**src/rtl/dp_exec_ctrl_if.sv**
```systemverilog
// Fetch-side and datapath-side signal bundle for the data-processing sequencer.
// master: the fetch stage / CPSR side that supplies the word and the flags.
// slave : the sequencer itself.
interface dp_exec_ctrl_if;
    logic        ir_valid;
    logic [31:0] ir;
    logic        ir_ready;
    logic [3:0]  nzcv_q;
    logic        busy;
    logic [3:0]  rf_ra_addr;
    logic [3:0]  rf_rb_addr;
    logic [3:0]  rf_rs_addr;
    logic [3:0]  rf_wa_addr;
    logic        imm_sel;
    logic        shift_reg_sel;
    logic [3:0]  alu_op;
    logic        rf_we;
    logic        cpsr_we;
    logic        done;
    logic        undef;

    modport master (
        output ir_valid, ir, nzcv_q,
        input  ir_ready, busy, rf_ra_addr, rf_rb_addr, rf_rs_addr, rf_wa_addr,
               imm_sel, shift_reg_sel, alu_op, rf_we, cpsr_we, done, undef
    );

    modport slave (
        input  ir_valid, ir, nzcv_q,
        output ir_ready, busy, rf_ra_addr, rf_rb_addr, rf_rs_addr, rf_wa_addr,
               imm_sel, shift_reg_sel, alu_op, rf_we, cpsr_we, done, undef
    );
endinterface

```
**src/rtl/dp_exec_ctrl.sv**
```systemverilog
// Multi-cycle sequencer for ARM data-processing instructions.
// Latches one instruction word, checks its condition against the CPSR flags,
// then steps READ -> [READS] -> EXEC -> WB, driving register-file addresses,
// ALU opcode, shifter selects and the write strobes on a fixed schedule.
// Optional performance counters are built when DP_CTRL_PERF_EN is defined;
// otherwise exec_cnt and skip_cnt are tied to zero.
module dp_exec_ctrl #(
    parameter int CNT_W = 16
) (
    input  logic             clk,
    input  logic             rst_n,
    dp_exec_ctrl_if.slave    bus,
    output logic [CNT_W-1:0] exec_cnt,
    output logic [CNT_W-1:0] skip_cnt
);

    // RETIRE is the single done cycle for undefined or condition-failed words.
    typedef enum logic [2:0] {
        S_IDLE   = 3'd0,
        S_COND   = 3'd1,
        S_RETIRE = 3'd2,
        S_READ   = 3'd3,
        S_READS  = 3'd4,
        S_EXEC   = 3'd5,
        S_WB     = 3'd6
    } state_t;

    state_t      state_q,   state_d;
    logic [31:0] ir_q,      ir_d;
    logic        done_q,    done_d;
    logic        undef_q,   undef_d;
    logic        rf_we_q,   rf_we_d;
    logic        cpsr_we_q, cpsr_we_d;
    logic [3:0]  alu_op_q,  alu_op_d;

    // Fields of the latched word.
    logic [3:0] cond_f;
    logic [3:0] opcode_f;
    logic       s_bit;
    logic       is_test_op;
    logic       shift_by_reg;
    logic       undef_enc;
    logic       cond_pass;
    logic       flag_n, flag_z, flag_c, flag_v;

    assign cond_f       = ir_q[31:28];
    assign opcode_f     = ir_q[24:21];
    assign s_bit        = ir_q[20];
    assign is_test_op   = (opcode_f[3:2] == 2'b10);
    assign shift_by_reg = !ir_q[25] && ir_q[4];

    assign flag_n = bus.nzcv_q[3];
    assign flag_z = bus.nzcv_q[2];
    assign flag_c = bus.nzcv_q[1];
    assign flag_v = bus.nzcv_q[0];

    // Encodings this controller does not execute: NV space, non-data-processing
    // classes, the multiply/extra-load space, flagless compares, and S with Rd=PC.
    assign undef_enc = (cond_f == 4'hF)
                    || (ir_q[27:26] != 2'b00)
                    || (!ir_q[25] && ir_q[7] && ir_q[4])
                    || (is_test_op && !s_bit)
                    || (s_bit && (ir_q[15:12] == 4'hF));

    // ARM condition-code evaluation against the live flags (used only in COND).
    always_comb begin
        cond_pass = 1'b0;
        case (cond_f)
            4'h0: cond_pass = flag_z;
            4'h1: cond_pass = !flag_z;
            4'h2: cond_pass = flag_c;
            4'h3: cond_pass = !flag_c;
            4'h4: cond_pass = flag_n;
            4'h5: cond_pass = !flag_n;
            4'h6: cond_pass = flag_v;
            4'h7: cond_pass = !flag_v;
            4'h8: cond_pass = flag_c && !flag_z;
            4'h9: cond_pass = !flag_c || flag_z;
            4'hA: cond_pass = (flag_n == flag_v);
            4'hB: cond_pass = (flag_n != flag_v);
            4'hC: cond_pass = !flag_z && (flag_n == flag_v);
            4'hD: cond_pass = flag_z || (flag_n != flag_v);
            4'hE: cond_pass = 1'b1;
            default: cond_pass = 1'b0;
        endcase
    end

    // Next-state and next-output logic; every strobe is computed one cycle ahead
    // so that it leaves the block straight from a flop.
    always_comb begin
        state_d   = state_q;
        ir_d      = ir_q;
        done_d    = 1'b0;
        undef_d   = 1'b0;
        rf_we_d   = 1'b0;
        cpsr_we_d = 1'b0;
        alu_op_d  = 4'h0;
        case (state_q)
            S_IDLE: begin
                if (bus.ir_valid) begin
                    ir_d    = bus.ir;
                    state_d = S_COND;
                end
            end
            S_COND: begin
                if (undef_enc) begin
                    state_d = S_RETIRE;
                    done_d  = 1'b1;
                    undef_d = 1'b1;
                end else if (!cond_pass) begin
                    state_d = S_RETIRE;
                    done_d  = 1'b1;
                end else begin
                    state_d = S_READ;
                end
            end
            S_RETIRE: begin
                state_d = S_IDLE;
            end
            S_READ: begin
                if (shift_by_reg) begin
                    state_d = S_READS;
                end else begin
                    state_d  = S_EXEC;
                    alu_op_d = opcode_f;
                end
            end
            S_READS: begin
                state_d  = S_EXEC;
                alu_op_d = opcode_f;
            end
            S_EXEC: begin
                state_d   = S_WB;
                alu_op_d  = opcode_f;
                done_d    = 1'b1;
                rf_we_d   = !is_test_op;
                cpsr_we_d = s_bit;
            end
            S_WB: begin
                state_d = S_IDLE;
            end
            default: begin
                state_d = S_IDLE;
            end
        endcase
    end

    // State, instruction latch and registered strobes.
    always_ff @(posedge clk or negedge rst_n) begin
        if (!rst_n) begin
            state_q   <= S_IDLE;
            ir_q      <= 32'h0;
            done_q    <= 1'b0;
            undef_q   <= 1'b0;
            rf_we_q   <= 1'b0;
            cpsr_we_q <= 1'b0;
            alu_op_q  <= 4'h0;
        end else begin
            state_q   <= state_d;
            ir_q      <= ir_d;
            done_q    <= done_d;
            undef_q   <= undef_d;
            rf_we_q   <= rf_we_d;
            cpsr_we_q <= cpsr_we_d;
            alu_op_q  <= alu_op_d;
        end
    end

    assign bus.ir_ready      = (state_q == S_IDLE);
    assign bus.busy          = (state_q != S_IDLE);
    assign bus.rf_ra_addr    = ir_q[19:16];
    assign bus.rf_rb_addr    = ir_q[3:0];
    assign bus.rf_rs_addr    = ir_q[11:8];
    assign bus.rf_wa_addr    = ir_q[15:12];
    assign bus.imm_sel       = ir_q[25];
    assign bus.shift_reg_sel = shift_by_reg;
    assign bus.alu_op        = alu_op_q;
    assign bus.rf_we         = rf_we_q;
    assign bus.cpsr_we       = cpsr_we_q;
    assign bus.done          = done_q;
    assign bus.undef         = undef_q;

`ifdef DP_CTRL_PERF_EN
    logic [CNT_W-1:0] exec_cnt_q, exec_cnt_d;
    logic [CNT_W-1:0] skip_cnt_q, skip_cnt_d;

    // Counters advance on the same edge that raises the matching done pulse.
    always_comb begin
        exec_cnt_d = exec_cnt_q;
        skip_cnt_d = skip_cnt_q;
        if (state_q == S_EXEC) begin
            exec_cnt_d = exec_cnt_q + CNT_W'(1);
        end
        if ((state_q == S_COND) && !undef_enc && !cond_pass) begin
            skip_cnt_d = skip_cnt_q + CNT_W'(1);
        end
    end

    // Counter registers; wrap naturally at 2^CNT_W.
    always_ff @(posedge clk or negedge rst_n) begin
        if (!rst_n) begin
            exec_cnt_q <= '0;
            skip_cnt_q <= '0;
        end else begin
            exec_cnt_q <= exec_cnt_d;
            skip_cnt_q <= skip_cnt_d;
        end
    end

    assign exec_cnt = exec_cnt_q;
    assign skip_cnt = skip_cnt_q;
`else
    assign exec_cnt = '0;
    assign skip_cnt = '0;
`endif

endmodule
```
**src/flat_wrapper.sv**
```systemverilog
// flat-port wrapper written by rule: the top's interface ports become plain ports
module dp_exec_ctrl_flat 
#(
    parameter int CNT_W = 16
)
  (clk, rst_n, exec_cnt, skip_cnt, bus_ir_valid, bus_ir, bus_nzcv_q, bus_ir_ready, bus_busy, bus_rf_ra_addr, bus_rf_rb_addr, bus_rf_rs_addr, bus_rf_wa_addr, bus_imm_sel, bus_shift_reg_sel, bus_alu_op, bus_rf_we, bus_cpsr_we, bus_done, bus_undef);
  dp_exec_ctrl_if bus_i ();
  input  logic clk;
  input  logic rst_n;
  output logic [CNT_W-1:0] exec_cnt;
  output logic [CNT_W-1:0] skip_cnt;
  input wire logic [$bits(bus_i.ir_valid)-1:0] bus_ir_valid;
  input wire logic [$bits(bus_i.ir)-1:0] bus_ir;
  input wire logic [$bits(bus_i.nzcv_q)-1:0] bus_nzcv_q;
  output wire logic [$bits(bus_i.ir_ready)-1:0] bus_ir_ready;
  output wire logic [$bits(bus_i.busy)-1:0] bus_busy;
  output wire logic [$bits(bus_i.rf_ra_addr)-1:0] bus_rf_ra_addr;
  output wire logic [$bits(bus_i.rf_rb_addr)-1:0] bus_rf_rb_addr;
  output wire logic [$bits(bus_i.rf_rs_addr)-1:0] bus_rf_rs_addr;
  output wire logic [$bits(bus_i.rf_wa_addr)-1:0] bus_rf_wa_addr;
  output wire logic [$bits(bus_i.imm_sel)-1:0] bus_imm_sel;
  output wire logic [$bits(bus_i.shift_reg_sel)-1:0] bus_shift_reg_sel;
  output wire logic [$bits(bus_i.alu_op)-1:0] bus_alu_op;
  output wire logic [$bits(bus_i.rf_we)-1:0] bus_rf_we;
  output wire logic [$bits(bus_i.cpsr_we)-1:0] bus_cpsr_we;
  output wire logic [$bits(bus_i.done)-1:0] bus_done;
  output wire logic [$bits(bus_i.undef)-1:0] bus_undef;
  assign bus_i.ir_valid = bus_ir_valid;
  assign bus_i.ir = bus_ir;
  assign bus_i.nzcv_q = bus_nzcv_q;
  assign bus_ir_ready = bus_i.ir_ready;
  assign bus_busy = bus_i.busy;
  assign bus_rf_ra_addr = bus_i.rf_ra_addr;
  assign bus_rf_rb_addr = bus_i.rf_rb_addr;
  assign bus_rf_rs_addr = bus_i.rf_rs_addr;
  assign bus_rf_wa_addr = bus_i.rf_wa_addr;
  assign bus_imm_sel = bus_i.imm_sel;
  assign bus_shift_reg_sel = bus_i.shift_reg_sel;
  assign bus_alu_op = bus_i.alu_op;
  assign bus_rf_we = bus_i.rf_we;
  assign bus_cpsr_we = bus_i.cpsr_we;
  assign bus_done = bus_i.done;
  assign bus_undef = bus_i.undef;
  dp_exec_ctrl #(.CNT_W(CNT_W)) u_core (.clk(clk), .rst_n(rst_n), .bus(bus_i), .exec_cnt(exec_cnt), .skip_cnt(skip_cnt));
endmodule
```
**config.mk**
```make
export PLATFORM = sky130hd
export DESIGN_NAME = dp_exec_ctrl_flat
export DESIGN_NICKNAME = d
export VERILOG_FILES = /design/src/rtl/dp_exec_ctrl_if.sv /design/src/rtl/dp_exec_ctrl.sv /design/src/flat_wrapper.sv
export SDC_FILE = /design/constraint.sdc
export NUM_CORES = 1
export LEC_CHECK = 0
export BUFFER_PORTS_ARGS = -buffer_cell sky130_fd_sc_hd__buf_4
export CAP_MARGIN = 10
export CORE_UTILIZATION = 51
export DETAILED_ROUTE_END_ITERATION = 7
export PLACE_DENSITY_LB_ADDON = 0.08
export SLEW_MARGIN = 20
export SYNTH_ARGS = -nofsm -noshare
export SYNTH_HDL_FRONTEND = slang
export SYNTH_SLANG_ARGS = --single-unit
```
**constraint.sdc**
```tcl
create_clock -name clk -period 4.4 [get_ports clk]
set_clock_uncertainty 0.1 [all_clocks]
set_input_delay 0.66 -clock clk [delete_from_list [all_inputs] [get_ports clk]]
set_output_delay 0.66 -clock clk [all_outputs]
set_load 0.05 [all_outputs]
```
Word level (Yosys, flattened, before mapping)
Cells that the tools add are included.
Cells by class
  multiplexer cells: 15
  reduce and logical (&&, ||, !) cells: 26
  equality and inequality tests: 24
Operators by type and width (number)
  4-bit == test (second input constant): 9
  4-bit by 3-bit == test with 1-bit output (second input constant): 4
  1-bit case mux with 15 select lines: 1
  3-bit case mux with 5 select lines: 1
  4-bit by 2-bit == test with 1-bit output (second input constant): 2
  1-bit 2-to-1 mux: 8
  4-bit case mux with 2 select lines: 1
  1-bit logical AND: 7
  1-bit zero test: 7
  3-bit == test (second input constant): 2
  1-bit logical OR: 6
  3-bit 2-to-1 mux: 2
  4-bit by 1-bit == test with 1-bit output (second input constant): 1
  4-bit zero test: 1
  4-bit 2-to-1 mux: 1
  3-bit by 1-bit == test with 1-bit output (second input constant): 1
  3-bit by 2-bit == test with 1-bit output (second input constant): 1
  3-bit zero test: 1
  3-bit nonzero test: 1
  2-bit == test (second input constant): 1
  2-bit inequality test (second input constant): 1
  1-bit case mux with 2 select lines: 1
  2-bit AND reduction: 1
  2-bit nonzero test: 1
  3 further kinds: 3
Storage, ports and cells
  logic and storage cells: 72
  register bits: 43
  input port bits: 39

Depth between registers and ports, before layout
  depth in word-level cells: 8
  mapped depth: 7
  gate-level depth less buffers: 5

Worst setup path after synthesis
OpenSTA, ideal clock, no wires.
  path type: register to register
  start: reg u_core.ir_q[25]
  end: reg u_core.state_q[0]
  arrival time: 2.031 ns
  slack: 2.148 ns
  data required time: 4.180 ns
  stages on the path, launching flop included: 5
  cells stage by stage: dfrtp_1 -> nor2b_1 -> a2111oi_0 -> and3_1 -> a41o_1
On the way
  elaborated cells on any way between the ends: 10
  those cells by class: mux (3); reduce/logical (7)
RTL lines
  from (decl): RTL line dp_exec_ctrl.sv:29  | logic [31:0] ir_q, ir_d;
  from (signal assigned): RTL line dp_exec_ctrl.sv:160  | ir_q <= ir_d;
  1-bit zero test: RTL line dp_exec_ctrl.sv:50  | assign shift_by_reg = !ir_q[25] && ir_q[4];
  1-bit logical AND: RTL line dp_exec_ctrl.sv:50
  named net bus_shift_reg_sel: RTL line flat_wrapper.sv:22  | output wire logic [$bits(bus_i.shift_reg_sel)-1:0] bus_shift_reg_sel;
  1-bit 2-to-1 mux: RTL line dp_exec_ctrl.sv:121  | if (shift_by_reg) begin
  3-bit case mux with 5 select lines: RTL line dp_exec_ctrl.sv:98  | case (state_q)
  to (signal assigned): RTL line dp_exec_ctrl.sv:159  | state_q <= state_d;
  to (decl): RTL line dp_exec_ctrl.sv:28  | state_t state_q, state_d;
The timed path passes the listed nets, and every way through them passes these cells.
A chain may end at the register's enable or synchronous reset.

Worst setup path after layout
  start: reg u_core.state_q[2]
  end: out bus_ir_ready
On the way
  cells in the longest elaborated chain, start to end: 1
Ends and longest elaborated chain
  3-bit zero test: RTL line dp_exec_ctrl.sv:169  | assign bus.ir_ready = (state_q == S_IDLE);
  to (decl): RTL line flat_wrapper.sv:15  | output wire logic [$bits(bus_i.ir_ready)-1:0] bus_ir_ready;
Every way passes these cells.

==> run summary <==
- 1400 ps — signal arrival time at the worst endpoint
- 4 — count of cells along the worst register-to-register path
- 54.6% — Initial Utilization
- 41 — post-synthesis sequential element count
- 0 — number of enable flip-flop cells after synthesis
- 45.7% — sequential area share after synthesis
- 0 — detailed-route DRC error count
- 8 — Max FO, Critical Path
- 0.382 mV — worst-case vdd ir drop
- 49.1% — final period utilization
- 2 — deepest level of the CTS H-tree
- 14.3% — synth-to-layout area growth
- 0.782 — RD Place Congestion
- 0.00468 sq mm — area enclosed by the die boundary
- 450 ps — longest individual stage delay on the worst path
- 0 — Yosys warning count
- 0 — antenna diode instance count
- 45.7% — top cell type's share of synthesized area
- 0.00131 uW — Static Leak
- 0 — post-CTS setup repair buffer count
- 236 ps — minimum hold slack
- completed — status
- sky130_fd_sc_hd__dfrtp_1 — area leader, netlist
- 64 — DRC marker count from the first detailed-route iteration
- 185 — synthesized netlist cell count
- 99 — Top Ports
- 42 — largest net degree at the start of global routing
- 0.00225 sq mm — Synth Cell Area
- 859 mW/mm^2 — power per cell area
- 68.4 microns — floorplan die width
- 318 — Fill cells
- 0 ps — total negative slack
- built — TritonCTS clock tree
- 5 — number of buffers inserted during clock tree synthesis
- 0.00412 sq mm — Placeable Area
- 511 ps — transition time of the tightest slew-check pin
- 0 — total count of hold-check failures in the final report
- or3_4 -> inv_2 -> buf_4 — worst-path cell chain
- 41.4% — layout cells sized above 1
- 12.1 sq um — mean cell area of the mapped netlist
- 3640 ps — required time of the worst setup path
- sky130_fd_sc_hd__clkbuf_8 — clock tree root buffer cell
- 2 — number of buffers on the longest clock path
- 64 — Port-buffer cells
- 4.80 — vias per inst
- sky130_fd_sc_hd__dfrtp_1 — most instantiated flip-flop cell in the synthesis netlist
- sky130_fd_sc_hd__buf_4 — most frequent cell after synthesis
- u_core.ir_q[4]$_DFFE_PN0P_ — reg-to-reg critical path endpoint
- 100% — fraction of registers with async set/reset
- 0 — final-report max-slew violation count
- 1208 — vias in the first global route
- sky130_fd_sc_hd__dfrtp_1 — Slowest cell on crit path
- flop to primary output — class of the most critical setup path
- 280 ps — clock latency of the later-clocked register in the worst-skew pair
- 2760 microns — HPWL after detailed placement
- false — unrepaired setup endpoints after global routing
- 41 — clock sinks
- 65.1% — relative max-transition margin
- 0 — Setup-failing EPs final
- sky130_fd_sc_hd__dfrtp_1, sky130_fd_sc_hd__buf_4, sky130_fd_sc_hd__mux2_4 — cell types with the largest area share after synthesis
- sky130_fd_sc_hd__buf_4, sky130_fd_sc_hd__dfrtp_1, sky130_fd_sc_hd__mux2_4 — ranking of synthesized cells by instance count
- 5640 microns — global-route wire length before repair
- 0 — leftover overflow at the end of global routing
- 3640 microns — Final Routed Wirelength
- 4 — number of detailed-route iterations in the first pass
- 2160 ps — post-layout minimum cycle time
- flop — startpoint class of the critical path
- 68.4 microns — Chip Height
- 0 — total of cells resized after clock tree synthesis
- primary output — critical path endpoint category
- 0 — count of max-cap constraint violations
- u_core.state_q[2]$_DFFE_PN0P_ — start of the worst register-to-register path
- 1354 — via count
- 0 — antenna violations before repair
- 23 — row cnt
- 16.7% — total track usage
- 12.9 microns — routed length per instance
- 0 — number of hold buffers added after CTS
- 463 MHz — highest clock rate
- 39 — post-synthesis cell type count
- 270 — nets
- 0 — post-detailed-route count of antenna-violating nets
- 70 ps — clock transition at the register clock pins on the worst setup and hold paths after CTS
- 2370 ps — slack of the worst reg-to-reg path
- input pin to asynchronous set/reset pin — type of the worst min-delay path
-- where the power goes --
group          leakage [uW]  internal (uW)  switching [uW]
Sequential         0.000500            556             144
Combinational      0.000747            467             738
Clock             0.0000585            185             116
Total               0.00131           1210             999
-- through the flow --
stage                     util [%]  cells  total power [uW]  worst slack, ps  cell area (sq um)
after floorplan                  -    216              1790             2150               2360
after global placement        59.6    274              1890             2410               2450
after detailed placement      59.6    274              1920             2370               2450
after CTS                     62.4    282              2220             2230               2570
after global routing          62.4    282              2330             2180               2570
final                         62.4    282              2210             2240               2570
-- cells by family (layout without fill, tap and decap cells) --
kind of cell	after synthesis	in the layout	synth area share [%]
buf+inv	61	77	21.0
mux	30	30	18.3
compound gates	14	14	4.18
flops	41	41	45.7
simple gates	35	35	9.52
other cells	1	32	0.167
xor+xnor	3	3	1.17
-- worst max-delay path by stage --
stage | from | endpoint | slack (ps) | depth (start not counted)
global placement | u_core.state_q[2]$_DFFE_PN0P_ | u_core.ir_q[4]$_DFFE_PN0P_ | 2410 | 4
detailed placement | u_core.state_q[2]$_DFFE_PN0P_ | u_core.ir_q[4]$_DFFE_PN0P_ | 2370 | 4
global route | u_core.state_q[2]$_DFFE_PN0P_ | bus_ir_ready | 2180 | 3
floorplan | u_core.ir_q[25]$_DFFE_PN0P_ | u_core.state_q[0]$_DFFE_PN0P_ | 2150 | 4
finish | u_core.state_q[2]$_DFFE_PN0P_ | bus_ir_ready | 2240 | 3
CTS | u_core.state_q[2]$_DFFE_PN0P_ | bus_ir_ready | 2230 | 3
-- metal layers --
metal	GRT usage, %	part of all wire (%)
met5	0	0
met4	5.47	0.99
met2	25.0	46
met3	4.67	9.5
met1	23.3	43
-- final cells by class --
type / instances / area [sq um] / area share [%]
clock buffer: 7 / 86.3 / 3.36
clock inverter: 1 / 30.0 / 1.17
inverter: 5 / 18.8 / 0.731
multi-input combinational: 114 / 865 / 33.7
sequential: 41 / 1030 / 39.9
tap: 50 / 62.6 / 2.44
timing repair buffer: 64 / 480 / 18.7
-- worst max-delay path: cells and delay by family (launching register included) --
kind          cells  cell delay [ps]
simple gates      1              420
flops             1              450
buf+inv           2              250
-- placed cells by master, fill, tap and decap left out, drive strengths merged, types with 5 or more instances in the layout --
master | Yosys | final
conb | 1 | 32
nand2 | 5 | 5
nor3b | 5 | 5
and2 | 5 | 5
mux2 | 28 | 28
dfrtp | 41 | 41
buf | 55 | 64
clkbuf | 1 | 7
inv | 5 | 5
-- registers in the layout, indices dropped and copies added, names as in the netlist --
signal and count:
u_core.ir_q 30, u_core.state_q 3, u_core.bus.undef 1, u_core.bus.alu_op 4, u_core.bus.rf_we 1, u_core.bus.cpsr_we 1, u_core.bus.done 1
No activity file was read; power rests on OpenSTA's default activity.
